File: src/rtl/panther_axi_wr_arbiter_if.sv
// Per-master and slave-side AXI write channels (AW, W, B) of panther_axi_wr_arbiter.
// The arbiter uses the slave modport; the requesting environment uses the master modport.
interface panther_axi_wr_arbiter_if #(
    parameter int NUM_MST        = 4,
    parameter int AXI_ADDR_WIDTH = 32,
    parameter int AXI_DATA_WIDTH = 32,
    parameter int AXI_ID_WIDTH   = 8,
    parameter int AXI_USER_WIDTH = 32
);
    localparam int IDX_W  = $clog2(NUM_MST);
    localparam int STRB_W = AXI_DATA_WIDTH / 8;
    localparam int SID_W  = AXI_ID_WIDTH + IDX_W;

    logic [NUM_MST-1:0]                     s_aw_valid_i;
    logic [NUM_MST-1:0]                     s_aw_ready_o;
    logic [NUM_MST-1:0][AXI_ADDR_WIDTH-1:0] s_aw_addr_i;
    logic [NUM_MST-1:0][AXI_ID_WIDTH-1:0]   s_aw_id_i;
    logic [NUM_MST-1:0][7:0]                s_aw_len_i;
    logic [NUM_MST-1:0][2:0]                s_aw_size_i;
    logic [NUM_MST-1:0][1:0]                s_aw_burst_i;
    logic [NUM_MST-1:0][AXI_USER_WIDTH-1:0] s_aw_user_i;

    logic [NUM_MST-1:0]                     s_w_valid_i;
    logic [NUM_MST-1:0]                     s_w_ready_o;
    logic [NUM_MST-1:0][AXI_DATA_WIDTH-1:0] s_w_data_i;
    logic [NUM_MST-1:0][STRB_W-1:0]         s_w_strb_i;
    logic [NUM_MST-1:0]                     s_w_last_i;
    logic [NUM_MST-1:0][AXI_USER_WIDTH-1:0] s_w_user_i;

    logic [NUM_MST-1:0]                     s_b_valid_o;
    logic [NUM_MST-1:0]                     s_b_ready_i;
    logic [NUM_MST-1:0][AXI_ID_WIDTH-1:0]   s_b_id_o;
    logic [NUM_MST-1:0][1:0]                s_b_resp_o;
    logic [NUM_MST-1:0][AXI_USER_WIDTH-1:0] s_b_user_o;

    logic                      m_aw_valid_o;
    logic                      m_aw_ready_i;
    logic [AXI_ADDR_WIDTH-1:0] m_aw_addr_o;
    logic [SID_W-1:0]          m_aw_id_o;
    logic [7:0]                m_aw_len_o;
    logic [2:0]                m_aw_size_o;
    logic [1:0]                m_aw_burst_o;
    logic [AXI_USER_WIDTH-1:0] m_aw_user_o;

    logic                      m_w_valid_o;
    logic                      m_w_ready_i;
    logic [AXI_DATA_WIDTH-1:0] m_w_data_o;
    logic [STRB_W-1:0]         m_w_strb_o;
    logic                      m_w_last_o;
    logic [AXI_USER_WIDTH-1:0] m_w_user_o;

    logic                      m_b_valid_i;
    logic                      m_b_ready_o;
    logic [SID_W-1:0]          m_b_id_i;
    logic [1:0]                m_b_resp_i;
    logic [AXI_USER_WIDTH-1:0] m_b_user_i;

    modport slave (
        input  s_aw_valid_i, s_aw_addr_i, s_aw_id_i, s_aw_len_i, s_aw_size_i, s_aw_burst_i, s_aw_user_i,
        output s_aw_ready_o,
        input  s_w_valid_i, s_w_data_i, s_w_strb_i, s_w_last_i, s_w_user_i,
        output s_w_ready_o,
        output s_b_valid_o, s_b_id_o, s_b_resp_o, s_b_user_o,
        input  s_b_ready_i,
        output m_aw_valid_o, m_aw_addr_o, m_aw_id_o, m_aw_len_o, m_aw_size_o, m_aw_burst_o, m_aw_user_o,
        input  m_aw_ready_i,
        output m_w_valid_o, m_w_data_o, m_w_strb_o, m_w_last_o, m_w_user_o,
        input  m_w_ready_i,
        input  m_b_valid_i, m_b_id_i, m_b_resp_i, m_b_user_i,
        output m_b_ready_o
    );

    modport master (
        output s_aw_valid_i, s_aw_addr_i, s_aw_id_i, s_aw_len_i, s_aw_size_i, s_aw_burst_i, s_aw_user_i,
        input  s_aw_ready_o,
        output s_w_valid_i, s_w_data_i, s_w_strb_i, s_w_last_i, s_w_user_i,
        input  s_w_ready_o,
        input  s_b_valid_o, s_b_id_o, s_b_resp_o, s_b_user_o,
        output s_b_ready_i,
        input  m_aw_valid_o, m_aw_addr_o, m_aw_id_o, m_aw_len_o, m_aw_size_o, m_aw_burst_o, m_aw_user_o,
        output m_aw_ready_i,
        input  m_w_valid_o, m_w_data_o, m_w_strb_o, m_w_last_o, m_w_user_o,
        output m_w_ready_i,
        output m_b_valid_i, m_b_id_i, m_b_resp_i, m_b_user_i,
        input  m_b_ready_o
    );
endinterface

File: src/rtl/panther_axi_wr_arbiter.sv
// AXI write arbiter: one registered AW grant at a time with the winner index prefixed onto the ID,
// a grant-order FIFO steering W beats, and B routed back by the ID prefix.
// Define PANTHER_AXI_ARB_FIXED_PRIO_EN for fixed lowest-index-first priority instead of round-robin.
module panther_axi_wr_arbiter #(
    parameter int NUM_MST        = 4,
    parameter int AXI_ADDR_WIDTH = 32,
    parameter int AXI_DATA_WIDTH = 32,
    parameter int AXI_ID_WIDTH   = 8,
    parameter int AXI_USER_WIDTH = 32,
    parameter int W_FIFO_DEPTH   = 4
) (
    input logic                     clk_i,
    input logic                     rst_ni,
    panther_axi_wr_arbiter_if.slave bus
);
    localparam int IDX_W = $clog2(NUM_MST);
    localparam int FA_W  = $clog2(W_FIFO_DEPTH);
    localparam int PTR_W = FA_W + 1;
    localparam int SID_W = AXI_ID_WIDTH + IDX_W;

    typedef enum logic {ST_IDLE, ST_HOLD} state_e;

    state_e                    state_q, state_d;
    logic [IDX_W-1:0]          idx_q, idx_d;
    logic [IDX_W-1:0]          start_idx, win_idx, head;
    logic                      win_found, grant, push, pop;
    logic                      fifo_full, fifo_empty;
    logic [PTR_W-1:0]          wr_ptr_q, rd_ptr_q;
    logic [IDX_W-1:0]          fifo_mem [W_FIFO_DEPTH];
    logic [AXI_ADDR_WIDTH-1:0] aw_addr_q;
    logic [SID_W-1:0]          aw_id_q;
    logic [7:0]                aw_len_q;
    logic [2:0]                aw_size_q;
    logic [1:0]                aw_burst_q;
    logic [AXI_USER_WIDTH-1:0] aw_user_q;
    logic [IDX_W-1:0]          b_sel;
    logic                      b_sel_ok;

`ifdef PANTHER_AXI_ARB_FIXED_PRIO_EN
    assign start_idx = '0;
`else
    logic [IDX_W-1:0] rr_ptr_q;

    // The pointer only advances once the slave has actually taken the AW.
    always_ff @(posedge clk_i) begin
        if (!rst_ni) begin
            rr_ptr_q <= '0;
        end else if (push) begin
            rr_ptr_q <= (idx_q == IDX_W'(NUM_MST - 1)) ? '0 : idx_q + 1'b1;
        end
    end
    assign start_idx = rr_ptr_q;
`endif

    always_comb begin
        int cand;
        cand      = 0;
        win_found = 1'b0;
        win_idx   = '0;
        for (int i = 0; i < NUM_MST; i++) begin
            cand = (int'(start_idx) + i) % NUM_MST;
            if (!win_found && bus.s_aw_valid_i[IDX_W'(cand)]) begin
                win_found = 1'b1;
                win_idx   = IDX_W'(cand);
            end
        end
    end

    always_comb begin
        state_d = state_q;
        idx_d   = idx_q;
        grant   = 1'b0;
        push    = 1'b0;
        case (state_q)
            ST_IDLE: begin
                // Full is judged on registered pointers, so a same-cycle pop does not help.
                if (rst_ni && win_found && !fifo_full) begin
                    grant   = 1'b1;
                    idx_d   = win_idx;
                    state_d = ST_HOLD;
                end
            end
            ST_HOLD: begin
                if (bus.m_aw_ready_i) begin
                    push    = 1'b1;
                    state_d = ST_IDLE;
                end
            end
            default: state_d = ST_IDLE;
        endcase
    end

    always_comb begin
        bus.s_aw_ready_o = '0;
        if (grant) bus.s_aw_ready_o[win_idx] = 1'b1;
    end

    always_ff @(posedge clk_i) begin
        if (!rst_ni) begin
            state_q    <= ST_IDLE;
            idx_q      <= '0;
            aw_addr_q  <= '0;
            aw_id_q    <= '0;
            aw_len_q   <= '0;
            aw_size_q  <= '0;
            aw_burst_q <= '0;
            aw_user_q  <= '0;
        end else begin
            state_q <= state_d;
            idx_q   <= idx_d;
            if (grant) begin
                aw_addr_q  <= bus.s_aw_addr_i[win_idx];
                aw_id_q    <= {win_idx, bus.s_aw_id_i[win_idx]};
                aw_len_q   <= bus.s_aw_len_i[win_idx];
                aw_size_q  <= bus.s_aw_size_i[win_idx];
                aw_burst_q <= bus.s_aw_burst_i[win_idx];
                aw_user_q  <= bus.s_aw_user_i[win_idx];
            end
        end
    end

    assign bus.m_aw_valid_o = (state_q == ST_HOLD);
    assign bus.m_aw_addr_o  = aw_addr_q;
    assign bus.m_aw_id_o    = aw_id_q;
    assign bus.m_aw_len_o   = aw_len_q;
    assign bus.m_aw_size_o  = aw_size_q;
    assign bus.m_aw_burst_o = aw_burst_q;
    assign bus.m_aw_user_o  = aw_user_q;

    assign fifo_empty = (wr_ptr_q == rd_ptr_q);
    assign fifo_full  = (wr_ptr_q[FA_W] != rd_ptr_q[FA_W]) &&
                        (wr_ptr_q[FA_W-1:0] == rd_ptr_q[FA_W-1:0]);

    always_ff @(posedge clk_i) begin
        if (!rst_ni) begin
            wr_ptr_q <= '0;
            rd_ptr_q <= '0;
        end else begin
            if (push) wr_ptr_q <= wr_ptr_q + 1'b1;
            if (pop)  rd_ptr_q <= rd_ptr_q + 1'b1;
        end
    end

    always_ff @(posedge clk_i) begin
        if (push) fifo_mem[wr_ptr_q[FA_W-1:0]] <= idx_q;
    end

    assign head = fifo_mem[rd_ptr_q[FA_W-1:0]];

    assign bus.m_w_valid_o = !fifo_empty && bus.s_w_valid_i[head];
    assign bus.m_w_data_o  = bus.s_w_data_i[head];
    assign bus.m_w_strb_o  = bus.s_w_strb_i[head];
    assign bus.m_w_last_o  = bus.s_w_last_i[head];
    assign bus.m_w_user_o  = bus.s_w_user_i[head];
    assign pop             = bus.m_w_valid_o && bus.m_w_ready_i && bus.m_w_last_o;

    always_comb begin
        bus.s_w_ready_o = '0;
        if (!fifo_empty) bus.s_w_ready_o[head] = bus.m_w_ready_i;
    end

    // Unreachable prefixes (non power-of-2 NUM_MST) are swallowed so the slave never stalls.
    assign b_sel    = bus.m_b_id_i[SID_W-1 -: IDX_W];
    assign b_sel_ok = (int'(b_sel) < NUM_MST);

    always_comb begin
        bus.s_b_valid_o = '0;
        bus.m_b_ready_o = 1'b1;
        if (b_sel_ok) begin
            bus.s_b_valid_o[b_sel] = bus.m_b_valid_i;
            bus.m_b_ready_o        = bus.s_b_ready_i[b_sel];
        end
    end

    for (genvar gi = 0; gi < NUM_MST; gi++) begin : g_b_fanout
        assign bus.s_b_id_o[gi]   = bus.m_b_id_i[AXI_ID_WIDTH-1:0];
        assign bus.s_b_resp_o[gi] = bus.m_b_resp_i;
        assign bus.s_b_user_o[gi] = bus.m_b_user_i;
    end
endmodule

File: src/flat_wrapper.sv
// flat-port wrapper written by rule: the top's interface ports become plain ports
module panther_axi_wr_arbiter_flat 
#(
    parameter int NUM_MST        = 4,
    parameter int AXI_ADDR_WIDTH = 32,
    parameter int AXI_DATA_WIDTH = 32,
    parameter int AXI_ID_WIDTH   = 8,
    parameter int AXI_USER_WIDTH = 32,
    parameter int W_FIFO_DEPTH   = 4
)
  (clk_i, rst_ni, bus_s_aw_valid_i, bus_s_aw_addr_i, bus_s_aw_id_i, bus_s_aw_len_i, bus_s_aw_size_i, bus_s_aw_burst_i, bus_s_aw_user_i, bus_s_aw_ready_o, bus_s_w_valid_i, bus_s_w_data_i, bus_s_w_strb_i, bus_s_w_last_i, bus_s_w_user_i, bus_s_w_ready_o, bus_s_b_valid_o, bus_s_b_id_o, bus_s_b_resp_o, bus_s_b_user_o, bus_s_b_ready_i, bus_m_aw_valid_o, bus_m_aw_addr_o, bus_m_aw_id_o, bus_m_aw_len_o, bus_m_aw_size_o, bus_m_aw_burst_o, bus_m_aw_user_o, bus_m_aw_ready_i, bus_m_w_valid_o, bus_m_w_data_o, bus_m_w_strb_o, bus_m_w_last_o, bus_m_w_user_o, bus_m_w_ready_i, bus_m_b_valid_i, bus_m_b_id_i, bus_m_b_resp_i, bus_m_b_user_i, bus_m_b_ready_o);
  panther_axi_wr_arbiter_if #(.NUM_MST(NUM_MST), .AXI_ADDR_WIDTH(AXI_ADDR_WIDTH), .AXI_DATA_WIDTH(AXI_DATA_WIDTH), .AXI_ID_WIDTH(AXI_ID_WIDTH), .AXI_USER_WIDTH(AXI_USER_WIDTH)) bus_i ();
  input logic clk_i;
  input logic rst_ni;
  input wire logic [$bits(bus_i.s_aw_valid_i)-1:0] bus_s_aw_valid_i;
  input wire logic [$bits(bus_i.s_aw_addr_i)-1:0] bus_s_aw_addr_i;
  input wire logic [$bits(bus_i.s_aw_id_i)-1:0] bus_s_aw_id_i;
  input wire logic [$bits(bus_i.s_aw_len_i)-1:0] bus_s_aw_len_i;
  input wire logic [$bits(bus_i.s_aw_size_i)-1:0] bus_s_aw_size_i;
  input wire logic [$bits(bus_i.s_aw_burst_i)-1:0] bus_s_aw_burst_i;
  input wire logic [$bits(bus_i.s_aw_user_i)-1:0] bus_s_aw_user_i;
  output wire logic [$bits(bus_i.s_aw_ready_o)-1:0] bus_s_aw_ready_o;
  input wire logic [$bits(bus_i.s_w_valid_i)-1:0] bus_s_w_valid_i;
  input wire logic [$bits(bus_i.s_w_data_i)-1:0] bus_s_w_data_i;
  input wire logic [$bits(bus_i.s_w_strb_i)-1:0] bus_s_w_strb_i;
  input wire logic [$bits(bus_i.s_w_last_i)-1:0] bus_s_w_last_i;
  input wire logic [$bits(bus_i.s_w_user_i)-1:0] bus_s_w_user_i;
  output wire logic [$bits(bus_i.s_w_ready_o)-1:0] bus_s_w_ready_o;
  output wire logic [$bits(bus_i.s_b_valid_o)-1:0] bus_s_b_valid_o;
  output wire logic [$bits(bus_i.s_b_id_o)-1:0] bus_s_b_id_o;
  output wire logic [$bits(bus_i.s_b_resp_o)-1:0] bus_s_b_resp_o;
  output wire logic [$bits(bus_i.s_b_user_o)-1:0] bus_s_b_user_o;
  input wire logic [$bits(bus_i.s_b_ready_i)-1:0] bus_s_b_ready_i;
  output wire logic [$bits(bus_i.m_aw_valid_o)-1:0] bus_m_aw_valid_o;
  output wire logic [$bits(bus_i.m_aw_addr_o)-1:0] bus_m_aw_addr_o;
  output wire logic [$bits(bus_i.m_aw_id_o)-1:0] bus_m_aw_id_o;
  output wire logic [$bits(bus_i.m_aw_len_o)-1:0] bus_m_aw_len_o;
  output wire logic [$bits(bus_i.m_aw_size_o)-1:0] bus_m_aw_size_o;
  output wire logic [$bits(bus_i.m_aw_burst_o)-1:0] bus_m_aw_burst_o;
  output wire logic [$bits(bus_i.m_aw_user_o)-1:0] bus_m_aw_user_o;
  input wire logic [$bits(bus_i.m_aw_ready_i)-1:0] bus_m_aw_ready_i;
  output wire logic [$bits(bus_i.m_w_valid_o)-1:0] bus_m_w_valid_o;
  output wire logic [$bits(bus_i.m_w_data_o)-1:0] bus_m_w_data_o;
  output wire logic [$bits(bus_i.m_w_strb_o)-1:0] bus_m_w_strb_o;
  output wire logic [$bits(bus_i.m_w_last_o)-1:0] bus_m_w_last_o;
  output wire logic [$bits(bus_i.m_w_user_o)-1:0] bus_m_w_user_o;
  input wire logic [$bits(bus_i.m_w_ready_i)-1:0] bus_m_w_ready_i;
  input wire logic [$bits(bus_i.m_b_valid_i)-1:0] bus_m_b_valid_i;
  input wire logic [$bits(bus_i.m_b_id_i)-1:0] bus_m_b_id_i;
  input wire logic [$bits(bus_i.m_b_resp_i)-1:0] bus_m_b_resp_i;
  input wire logic [$bits(bus_i.m_b_user_i)-1:0] bus_m_b_user_i;
  output wire logic [$bits(bus_i.m_b_ready_o)-1:0] bus_m_b_ready_o;
  assign bus_i.s_aw_valid_i = bus_s_aw_valid_i;
  assign bus_i.s_aw_addr_i = bus_s_aw_addr_i;
  assign bus_i.s_aw_id_i = bus_s_aw_id_i;
  assign bus_i.s_aw_len_i = bus_s_aw_len_i;
  assign bus_i.s_aw_size_i = bus_s_aw_size_i;
  assign bus_i.s_aw_burst_i = bus_s_aw_burst_i;
  assign bus_i.s_aw_user_i = bus_s_aw_user_i;
  assign bus_s_aw_ready_o = bus_i.s_aw_ready_o;
  assign bus_i.s_w_valid_i = bus_s_w_valid_i;
  assign bus_i.s_w_data_i = bus_s_w_data_i;
  assign bus_i.s_w_strb_i = bus_s_w_strb_i;
  assign bus_i.s_w_last_i = bus_s_w_last_i;
  assign bus_i.s_w_user_i = bus_s_w_user_i;
  assign bus_s_w_ready_o = bus_i.s_w_ready_o;
  assign bus_s_b_valid_o = bus_i.s_b_valid_o;
  assign bus_s_b_id_o = bus_i.s_b_id_o;
  assign bus_s_b_resp_o = bus_i.s_b_resp_o;
  assign bus_s_b_user_o = bus_i.s_b_user_o;
  assign bus_i.s_b_ready_i = bus_s_b_ready_i;
  assign bus_m_aw_valid_o = bus_i.m_aw_valid_o;
  assign bus_m_aw_addr_o = bus_i.m_aw_addr_o;
  assign bus_m_aw_id_o = bus_i.m_aw_id_o;
  assign bus_m_aw_len_o = bus_i.m_aw_len_o;
  assign bus_m_aw_size_o = bus_i.m_aw_size_o;
  assign bus_m_aw_burst_o = bus_i.m_aw_burst_o;
  assign bus_m_aw_user_o = bus_i.m_aw_user_o;
  assign bus_i.m_aw_ready_i = bus_m_aw_ready_i;
  assign bus_m_w_valid_o = bus_i.m_w_valid_o;
  assign bus_m_w_data_o = bus_i.m_w_data_o;
  assign bus_m_w_strb_o = bus_i.m_w_strb_o;
  assign bus_m_w_last_o = bus_i.m_w_last_o;
  assign bus_m_w_user_o = bus_i.m_w_user_o;
  assign bus_i.m_w_ready_i = bus_m_w_ready_i;
  assign bus_i.m_b_valid_i = bus_m_b_valid_i;
  assign bus_i.m_b_id_i = bus_m_b_id_i;
  assign bus_i.m_b_resp_i = bus_m_b_resp_i;
  assign bus_i.m_b_user_i = bus_m_b_user_i;
  assign bus_m_b_ready_o = bus_i.m_b_ready_o;
  panther_axi_wr_arbiter #(.NUM_MST(NUM_MST), .AXI_ADDR_WIDTH(AXI_ADDR_WIDTH), .AXI_DATA_WIDTH(AXI_DATA_WIDTH), .AXI_ID_WIDTH(AXI_ID_WIDTH), .AXI_USER_WIDTH(AXI_USER_WIDTH), .W_FIFO_DEPTH(W_FIFO_DEPTH)) u_core (.clk_i(clk_i), .rst_ni(rst_ni), .bus(bus_i));
endmodule
File: config.mk
export PLATFORM = sky130hd
export DESIGN_NAME = panther_axi_wr_arbiter_flat
export DESIGN_NICKNAME = d
export VERILOG_FILES = /design/src/rtl/panther_axi_wr_arbiter_if.sv /design/src/rtl/panther_axi_wr_arbiter.sv /design/src/flat_wrapper.sv
export SDC_FILE = /design/constraint.sdc
export NUM_CORES = 1
export LEC_CHECK = 0
export CAP_MARGIN = 0
export CORE_AREA = 5 5 396 398
export CTS_BUF_LIST = sky130_fd_sc_hd__clkbuf_4 sky130_fd_sc_hd__clkbuf_8
export CTS_CLUSTER_SIZE = 24
export DETAILED_ROUTE_END_ITERATION = 10
export DIE_AREA = 0 0 401 403
export GPL_TIMING_DRIVEN = 0
export PLACE_DENSITY = 0.3
export SLEW_MARGIN = 30
export SYNTH_ARGS = -nofsm -noshare
export SYNTH_HDL_FRONTEND = slang
export SYNTH_SLANG_ARGS = --single-unit
File: constraint.sdc
create_clock -name clk_i -period 9.1 [get_ports clk_i]
set_clock_uncertainty 0.1 [all_clocks]
set_input_delay 2.73 -clock clk_i [delete_from_list [all_inputs] [get_ports clk_i]]
set_output_delay 2.73 -clock clk_i [all_outputs]
set_load 0.01 [all_outputs]
# --- Word-level counts from Yosys, hierarchy flattened ---
# Memories as Yosys holds them, arrays and structs flattened. A register that Yosys moved wholly into a read port is not among the register bits.
# Index checks and enable logic that the tools add are counted.
word_totals:
  mem_count: 1
  ramBits: 8
  register_bits: 98
  output_inout_bits: 339
classes:
  order_cmp: 10
  n_eq_ne: 4
  n_mux: 63
  reduce_logical: 18
  bitwise_logic: 3
  n_addsub: 6
memory_table:
  columns: ["name", "depth", "width", "rd", "rd_ports_with_merged_regs", "wr", "line_no", "text"]
  rows:
  - ["u_core.fifo_mem", 4, 2, 1, 1, 1, "panther_axi_wr_arbiter.sv:29", "logic [IDX_W-1:0] fifo_mem [W_FIFO_DEPTH];"]
op_table:
  columns: ["op", "count"]
  rows:
  - ["$bmux 32 s2", 4]
  - ["$mux 32", 4]
  - ["$bmux 8 s2", 2]
  - ["$mux 1", 25]
  - ["$lt 2x4->1 const B", 4]
  - ["$mux 2", 8]
  - ["$mux 8", 2]
  - ["$bmux 1 s2", 7]
  - ["$logic_and 1x1->1", 12]
  - ["$mux 4", 3]
  - ["$lt 2x3->1 const B", 3]
  - ["$and 4x4->4", 2]
  - ["$bmux 4 s2", 1]
  - ["$add 3x1->3 const B", 2]
  - ["$bmux 3 s2", 1]
  - ["$demux 1 s2", 3]
  - ["$ge 2x1->1 const B", 3]
  - ["$logic_not 1->1", 5]
  - ["$add 2x1->2 const B", 2]
  - ["$add 2x2->2 const B", 2]
  - ["$bmux 2 s2", 1]
  - ["$eq 3x3->1", 1]
  - ["$mux 3", 1]
  - ["$eq 2x2->1", 1]
  - ["other kinds (5)", 5]

# --- Depth between registers and ports, before layout ---
# Gate-level depths: netlist of run 1.
depth:
  ltp_word: 18
  depth_mapped: 9

# --- Worst setup path after synthesis of run 1 ---
# Ideal clock, no wire load.
synth_path:
  path_kind: "in2out"
  start: "input port bus_s_aw_valid_i[3]"
  end: "output port bus_s_aw_ready_o[0]"
  stages: 6
  setup_slack_ns: 2.266
  required_ns: 6.270
  arrival_time_ns: 4.004
  path_cell_list: "nor4_1 > a2111o_1 > buf_2 > buf_2 > buf_2 > nor3_1"
synth_via:
  elab_chain_cells: 18
synth_rtl:
  columns: ["item", "line_no", "text"]
  rows:
  - ["start: declaration", "flat_wrapper.sv:15", "input wire logic [$bits(bus_i.s_aw_valid_i)-1:0] bus_s_aw_valid_i;"]
  - ["$bmux 1 s2", "panther_axi_wr_arbiter.sv:62", "if (!win_found && bus.s_aw_valid_i[IDX_W'(cand)]) begin"]
  - ["$mux 1 (not written as such) (2 in a row)", "panther_axi_wr_arbiter.sv:62", null]
  - ["$mux 1", "panther_axi_wr_arbiter.sv:62", null]
  - ["$logic_not 1->1", "panther_axi_wr_arbiter.sv:62", null]
  - ["$logic_and 1x1->1", "panther_axi_wr_arbiter.sv:62", null]
  - ["$mux 1", "panther_axi_wr_arbiter.sv:62", null]
  - ["$logic_not 1->1", "panther_axi_wr_arbiter.sv:62", null]
  - ["$logic_and 1x1->1", "panther_axi_wr_arbiter.sv:62", null]
  - ["$mux 1", "panther_axi_wr_arbiter.sv:62", null]
  - ["$logic_not 1->1", "panther_axi_wr_arbiter.sv:62", null]
  - ["$logic_and 1x1->1", "panther_axi_wr_arbiter.sv:62", null]
  - ["$mux 2 or $mux 1 (tied branches)", "panther_axi_wr_arbiter.sv:62", null]
  - ["$lt 2x3->1 (not written as such), or another cell as far along", "panther_axi_wr_arbiter.sv:95", "if (grant) bus.s_aw_ready_o[win_idx] = 1'b1;"]
  - ["$logic_and 1x1->1 (on tied branches)", "panther_axi_wr_arbiter.sv:95, panther_axi_wr_arbiter.sv:77", null]
  - ["$mux 1 (on tied branches)", "panther_axi_wr_arbiter.sv:95, panther_axi_wr_arbiter.sv:77", null]
  - ["$demux 1 s2 or $mux 1 (tied branches)", null, null]
  - ["$mux 4 (*)", "panther_axi_wr_arbiter.sv:95", null]
  - ["end: declaration", "flat_wrapper.sv:22", "output wire logic [$bits(bus_i.s_aw_ready_o)-1:0] bus_s_aw_ready_o;"]
# Every way passes the cells marked *; elsewhere a longest branch is shown, timed or not. The select of a mux whose other input is x is not followed.

# --- Final worst setup path of run 1 ---
# Same ends and word-level chain as after synthesis.

==> results of run 1 <==
-- per-layer routing --
| layer | part of all wire | GRT usage |
|---|---|---|
| met5 | 0.00062 | 0 |
| met4 | 0.019 | 0.01903 |
| met3 | 0.077 | 0.05041 |
| met2 | 0.54 | 0.2942 |
| met1 | 0.36 | 0.1576 |
-- power by group --
group / internal [W] / switching (W) / total [W]
Clock: 0.000152 / 0.000253 / 0.000405
Combinational: 0.000702 / 0.000602 / 0.00130
Sequential: 0.000541 / 0.0000464 / 0.000587
-- through the flow --
stage	power (W)	setup TNS, ps	setup WS (ps)	utilization
2_1_floorplan	0.001030	0	2266	-
3_3_place_gp	0.001934	-3955	-1248	0.1392
3_5_place_dp	0.001940	-111.4	-82.17	0.1401
4_1_cts	0.002372	0	116.1	0.1416
5_1_grt	0.002437	0	117.8	0.1417
6_report	0.002296	0	405.5	0.1418
-- registers in the layout (all words and copies together), names as in the netlist, 3 cells and up, named ones only --
register                cells
u_core.bus.m_aw_addr_o     32
u_core.bus.m_aw_user_o     32
u_core.bus.m_aw_id_o        9
u_core.wr_ptr_q             3
u_core.fifo_mem             8
u_core.rd_ptr_q             3
u_core.bus.m_aw_size_o      3
u_core.bus.m_aw_len_o       8
-- cells in the final DEF, fill, tap and decap left out, types with 6 or more instances in the layout --
master           synthesis  routed
a21oi_1                265     265
a221oi_1                85      85
and3_1                   7       7
buf_2                   26      26
buf_4                  175     176
clkbuf_1                59      53
clkbuf_2                 0       6
clkbuf_8                 0      12
clkdlybuf4s50_1          0     972
dfxtp_1                 98      98
diode_2                  0      15
edfxtp_1                 8       8
ha_1                     6       6
mux2i_1                 87      82
mux4_2                  74      74
nand2_1                 16      16
nor2_1                   9       9
nor3_1                   6       6
-- path summary, 6_finish.rpt --
| path | end | slack [ps] | from |
|---|---|---|---|
| worst max-delay path | bus_s_aw_ready_o[0] | 410 | bus_s_aw_valid_i[3] |
| worst min-delay path | u_core.bus.m_aw_id_o[4] | 440 | u_core.bus.m_aw_id_o[4] |
| worst max register to register | u_core.bus.m_aw_len_o[6] | 5280 | u_core.rr_ptr_q[1] |
| worst min register to register | u_core.bus.m_aw_id_o[4] | 440 | u_core.bus.m_aw_id_o[4] |
-- area by class of cell --
class / instances / area, um2 / share of cell area
antenna: 15 / 37.54 / 0.001730
buffer: 262 / 1688 / 0.07781
clock buffer: 12 / 165.2 / 0.007613
clock inverter: 4 / 55.05 / 0.002538
inverter: 6 / 22.52 / 0.001038
multi-input combinational: 583 / 5136 / 0.2368
sequential: 106 / 2202 / 0.1015
tap: 2044 / 2557 / 0.1179
timing repair buffer: 978 / 9829 / 0.4531
-- worst min-delay path, stage by stage (launching register included) --
cell      delay (ps)
dfxtp_1          340
a21oi_1          110
a221oi_1          50
-- cell families after synthesis --
| logic type | synth area share |
|---|---|
| simple gates | 0.02767 |
| buf+inv | 0.1896 |
| mux | 0.2832 |
| xor+xnor | 0.005840 |
| compound gates | 0.2407 |
| flops | 0.2447 |
| fa+ha+maj | 0.008341 |
-- cell usage after synthesis --
cell,n,area [um2]
a21oi_1,265,1326
buf_4,175,1314
dfxtp_1,98,1962
mux2i_1,87,870.8
a221oi_1,85,744.5
mux4_2,74,1667
clkbuf_1,59,221.5
buf_2,26,130.1
nand2_1,16,60.06
nor2_1,9,33.78
edfxtp_1,8,240.2
and3_1,7,43.79
ha_1,6,75.07
nor3_1,6,30.03
inv_1,5,18.77
xnor2_1,3,26.28
xor2_1,3,26.28
buf_1,2,7.510
nand3_1,2,10.01
nor3b_1,2,15.01
o21ai_0,2,10.01
o21ai_1,2,10.01
a2111o_1,1,11.26
a2111oi_4,1,27.53
a21bo_1,1,10.01
and2_1,1,6.260
and3b_1,1,8.760
buf_6,1,11.26
inv_2,1,3.750
mux2_2,1,11.26
nand3b_1,1,7.510
nor2_4,1,11.26
nor3_2,1,10.01
nor4_1,1,6.260
o2bb2a_1,1,10.01
o31a_1,1,8.760
o31ai_1,1,7.510
or3_1,1,6.260
-- what timing repair did --
action	CTS	global route
hold buffers	0	0
setup endpoints to repair	2	0
gates resized for setup	1	0
==> metrics.cfg, run 1 <==
[global_routing]
grt_max_degree=20
grt_pass1_vias=13020
grt_usage=0.1500
antenna_found_initial=134
overflow=0
grt_pass1_wl_mm=155.3

[critical_path]
crit_chain=clkdlybuf4s50_1 -> nor4_4 -> a2111o_1 -> buf_2 -> buf_2 -> buf_2 -> nor3_1 -> clkdlybuf4s50_1
start_kind=input port
crit_buf_inv=5
crit_top_cell=buf_2
crit_required_ps=6270
critPathTopFamily=buffers and inverters
path_class=in -> out
slowest_stage=clkdlybuf4s50_1
cp.arrival_ps=5860
cp_max_fo=10
cpPeakStageDelay_ps=540
worst-path-stages=8
ff2ff_path_depth=7
crit_path_end_kind=primary output

[layout]
stdcell_count=4010
nNetsFinal=2629
nFillCells=17390
drive_gt1_frac=0.1620
final_area_um2=21690
area_growth_pct=141.0

[die]
die_h_um=403
io_pins=1016
core_area_um2=153000
start_util=0.05884
dieArea_um2=161600
die_width_um=401
rows=144

[timing]
worst_hold_slack_ps=437.3
rsz0062_at_grt=false
period_share=0.9554
max_slew.worst_pin.slew_ps=970.7
max_freq_mhz=115.0
relSlewSlack=0.3529
setup_violations=0
drv_slew=0
post-route-min-period_ps=8694
hold_violations=0

[yosys]
ys_seq_elements=106
synth.avg_cell_area_um2=9.394
synthesis.nets=1641
syn_area_um2=9000
yosys.cell_types.count=38
yosys_warnings=0
seq_area_frac_synth=0.2447
synthCells=958

[cts]
clk_pin_slew_worst_paths_ps=160
post_cts_buffers=0
numClockSinks=106
clockBufferDepth=2
htree_levels=3
cts-root-buf=clkbuf_8
clk_latency_ps=500
cts-buffers-inserted=9
cts_tree=built

[flow_run]
drv_cap=0

[detailed_routing]
ant_nets=0
avgRoutedWirePerCell_um=31.58
avgViaCountPerCell=3.121
routed_wl_mm=126.6
drt_iter0_markers=583
drt_pass1_iterations=5
vias=12520
drc=0

[place]
portBuffers=972
dpl_cell_area_um2=21430
dp.cells=3980
place_hpwl_mm=114.5
place.gp.congestion=0.8582

[hold_path]
hold_path_class=reg -> reg
hold_depth=2

[power_and_ir_drop]
peakVddDrop_v=0.00008594
p_leak_nw=7.740
powerDensity_nw_per_um2=105.9

[run_status]
outcome=finished clean

No activity file was read; power rests on OpenSTA's default activity.
==> inputs of run 2 (changes only) <==
--- a/config.mk
+++ b/config.mk
@@ -5,7 +5,7 @@
 export SDC_FILE = /design/constraint.sdc
 export NUM_CORES = 1
 export LEC_CHECK = 0
-export CAP_MARGIN = 0
+export CAP_MARGIN = 20
 export CORE_AREA = 5 5 396 398
 export CTS_BUF_LIST = sky130_fd_sc_hd__clkbuf_4 sky130_fd_sc_hd__clkbuf_8
 export CTS_CLUSTER_SIZE = 24
==> run 2 against run 1 <==
Against the previous run:
- sequential power about the same
- hold slack about the same
- cell area unchanged
- setup slack got worse by 100 ps
- first-iteration DRC count increased by 4.6%
- critical path depth unchanged
- core utilization unchanged
- routed wire length about the same
- global-route usage about the same
==> metrics.cfg, run 2 (synthesized netlist as in run 1, its figures left out) <==
[hold_path]
hold_depth=2
hold_path_class=reg -> reg
hold_end=u_core.bus.m_aw_user_o[19]
hp-start=u_core.bus.m_aw_user_o[19]

[die]
io_pins=1016
rows=144
start_util=0.05884
core_area_um2=153000
die_width_um=401
dieArea_um2=161600
die_h_um=403

[detailed_routing]
drt_pass1_iterations=5
vias=12470
ant_nets=0
drc=0
avgViaCountPerCell=3.109
routed_wl_mm=126.6
drt_iter0_markers=610
avgRoutedWirePerCell_um=31.58

[timing]
tns_ps=0
setup_violations=0
relSlewSlack=0.3721
worst_hold_slack_ps=437.6
period_share=0.9668
hold_violations=0
post-route-min-period_ps=8798
rsz0062_at_grt=false
max_freq_mhz=113.7
finalWorstSetupSlack_ps=302.4
drv_slew=0
max_slew.worst_pin.slew_ps=915.6

[layout]
final_area_um2=21690
nNetsFinal=2629
mostFrequentLayoutCell=clkdlybuf4s50_1
final_util=0.1418
drive_gt1_frac=0.1620
area_growth_pct=141.0
final_cell_mix=clkdlybuf4s50_1 (972), a21oi_1 (265), buf_4 (176)

[cts]
post_cts_buffers=0
clk_pin_slew_worst_paths_ps=130
cts_tree=built
cts-buffers-inserted=9
cts-root-buf=clkbuf_8
htree_levels=3
numClockSinks=106
clockBufferDepth=2
clk_latency_ps=510

[critical_path]
crit_path_end_kind=primary output
ff2ff_setup_slack_ps=5280
cp.arrival_ps=5970
rr_endpoint=u_core.bus.m_aw_len_o[6]
timing.rr.start=u_core.rr_ptr_q[1]
ff2ff_path_depth=7
start_kind=input port
cp_max_fo=10
path_class=in -> out
crit_required_ps=6270

[global_routing]
overflow=0
grt_max_degree=20
grt_usage=0.1500
grt_pass1_wl_mm=155.3
grt_pass1_vias=13040
antenna_found_initial=135

[power_and_ir_drop]
p_leak_nw=7.740
powerDensity_nw_per_um2=105.9
peakVddDrop_v=0.00008639

[run_status]
outcome=finished clean

[place]
portBuffers=972
place_ws_ps=-82.12
place.gp.congestion=0.8582
place_hpwl_mm=114.5
dpl_cell_area_um2=21430

[flow_run]
drv_cap=0

run 2: cell counts in the layout (fill, tap and decap cells not counted):
No cell type changed its count.
run 2: repair_timing:
item	4_1_cts	5_1_grt
endpoints found under the setup margin	2	0
hold buffers	0	0
resized for setup	1	0
run 2: through the flow:
stage	cells	total power, W
4_1_cts	3995	0.002374
2_1_floorplan	958	0.001030
5_1_grt	4000	0.002438
3_3_place_gp	3974	0.001934
3_5_place_dp	3980	0.001940
6_report	4010	0.002297
run 2: worst max path at each step:
stage | to | cells past startpoint | from | slack [ps]
final | bus_s_aw_ready_o[0] | 8 | bus_s_aw_valid_i[3] | 300
after global routing | bus_s_aw_ready_o[0] | 8 | bus_s_aw_valid_i[3] | 120
after CTS | bus_s_aw_ready_o[0] | 8 | bus_s_aw_valid_i[3] | 110
after detailed placement | bus_s_aw_ready_o[2] | 8 | bus_s_aw_valid_i[2] | -80
after global placement | bus_s_aw_ready_o[1] | 9 | bus_s_aw_valid_i[0] | -1250
after floorplan | bus_s_aw_ready_o[0] | 6 | bus_s_aw_valid_i[3] | 2270
run 2: worst max-delay path, stage by stage:
cell,delay (ps)
clkdlybuf4s50_1,520
nor4_4,490
a2111o_1,320
buf_2,460
buf_2,340
buf_2,450
nor3_1,90
clkdlybuf4s50_1,540
run 2: final cells by class:
type	instances	area (um2)
multi-input combinational	583	5136
clock buffer	12	165.2
fill	17380	131300
tap	2044	2557
antenna	15	37.54
timing repair buffer	978	9829
buffer	262	1688
inverter	6	22.52
sequential	106	2202
clock inverter	4	55.05
run 2: layer usage:
layer | GRT usage | wire [um] | vias to the layer above
li1 | - | - | 5512
met1 | 0.1571 | 46250 | 5930
met2 | 0.2945 | 68360 | 785
met3 | 0.05085 | 9642 | 228
met4 | 0.01903 | 2303 | 12
met5 | 0 | 77 | -
run 2: report_power, final:
part           internal [W]  switching, W  leakage (nW)
Clock              0.000152      0.000253         0.110
Combinational      0.000702      0.000603          6.73
Sequential         0.000541     0.0000463         0.898
Total               0.00139      0.000903          7.74
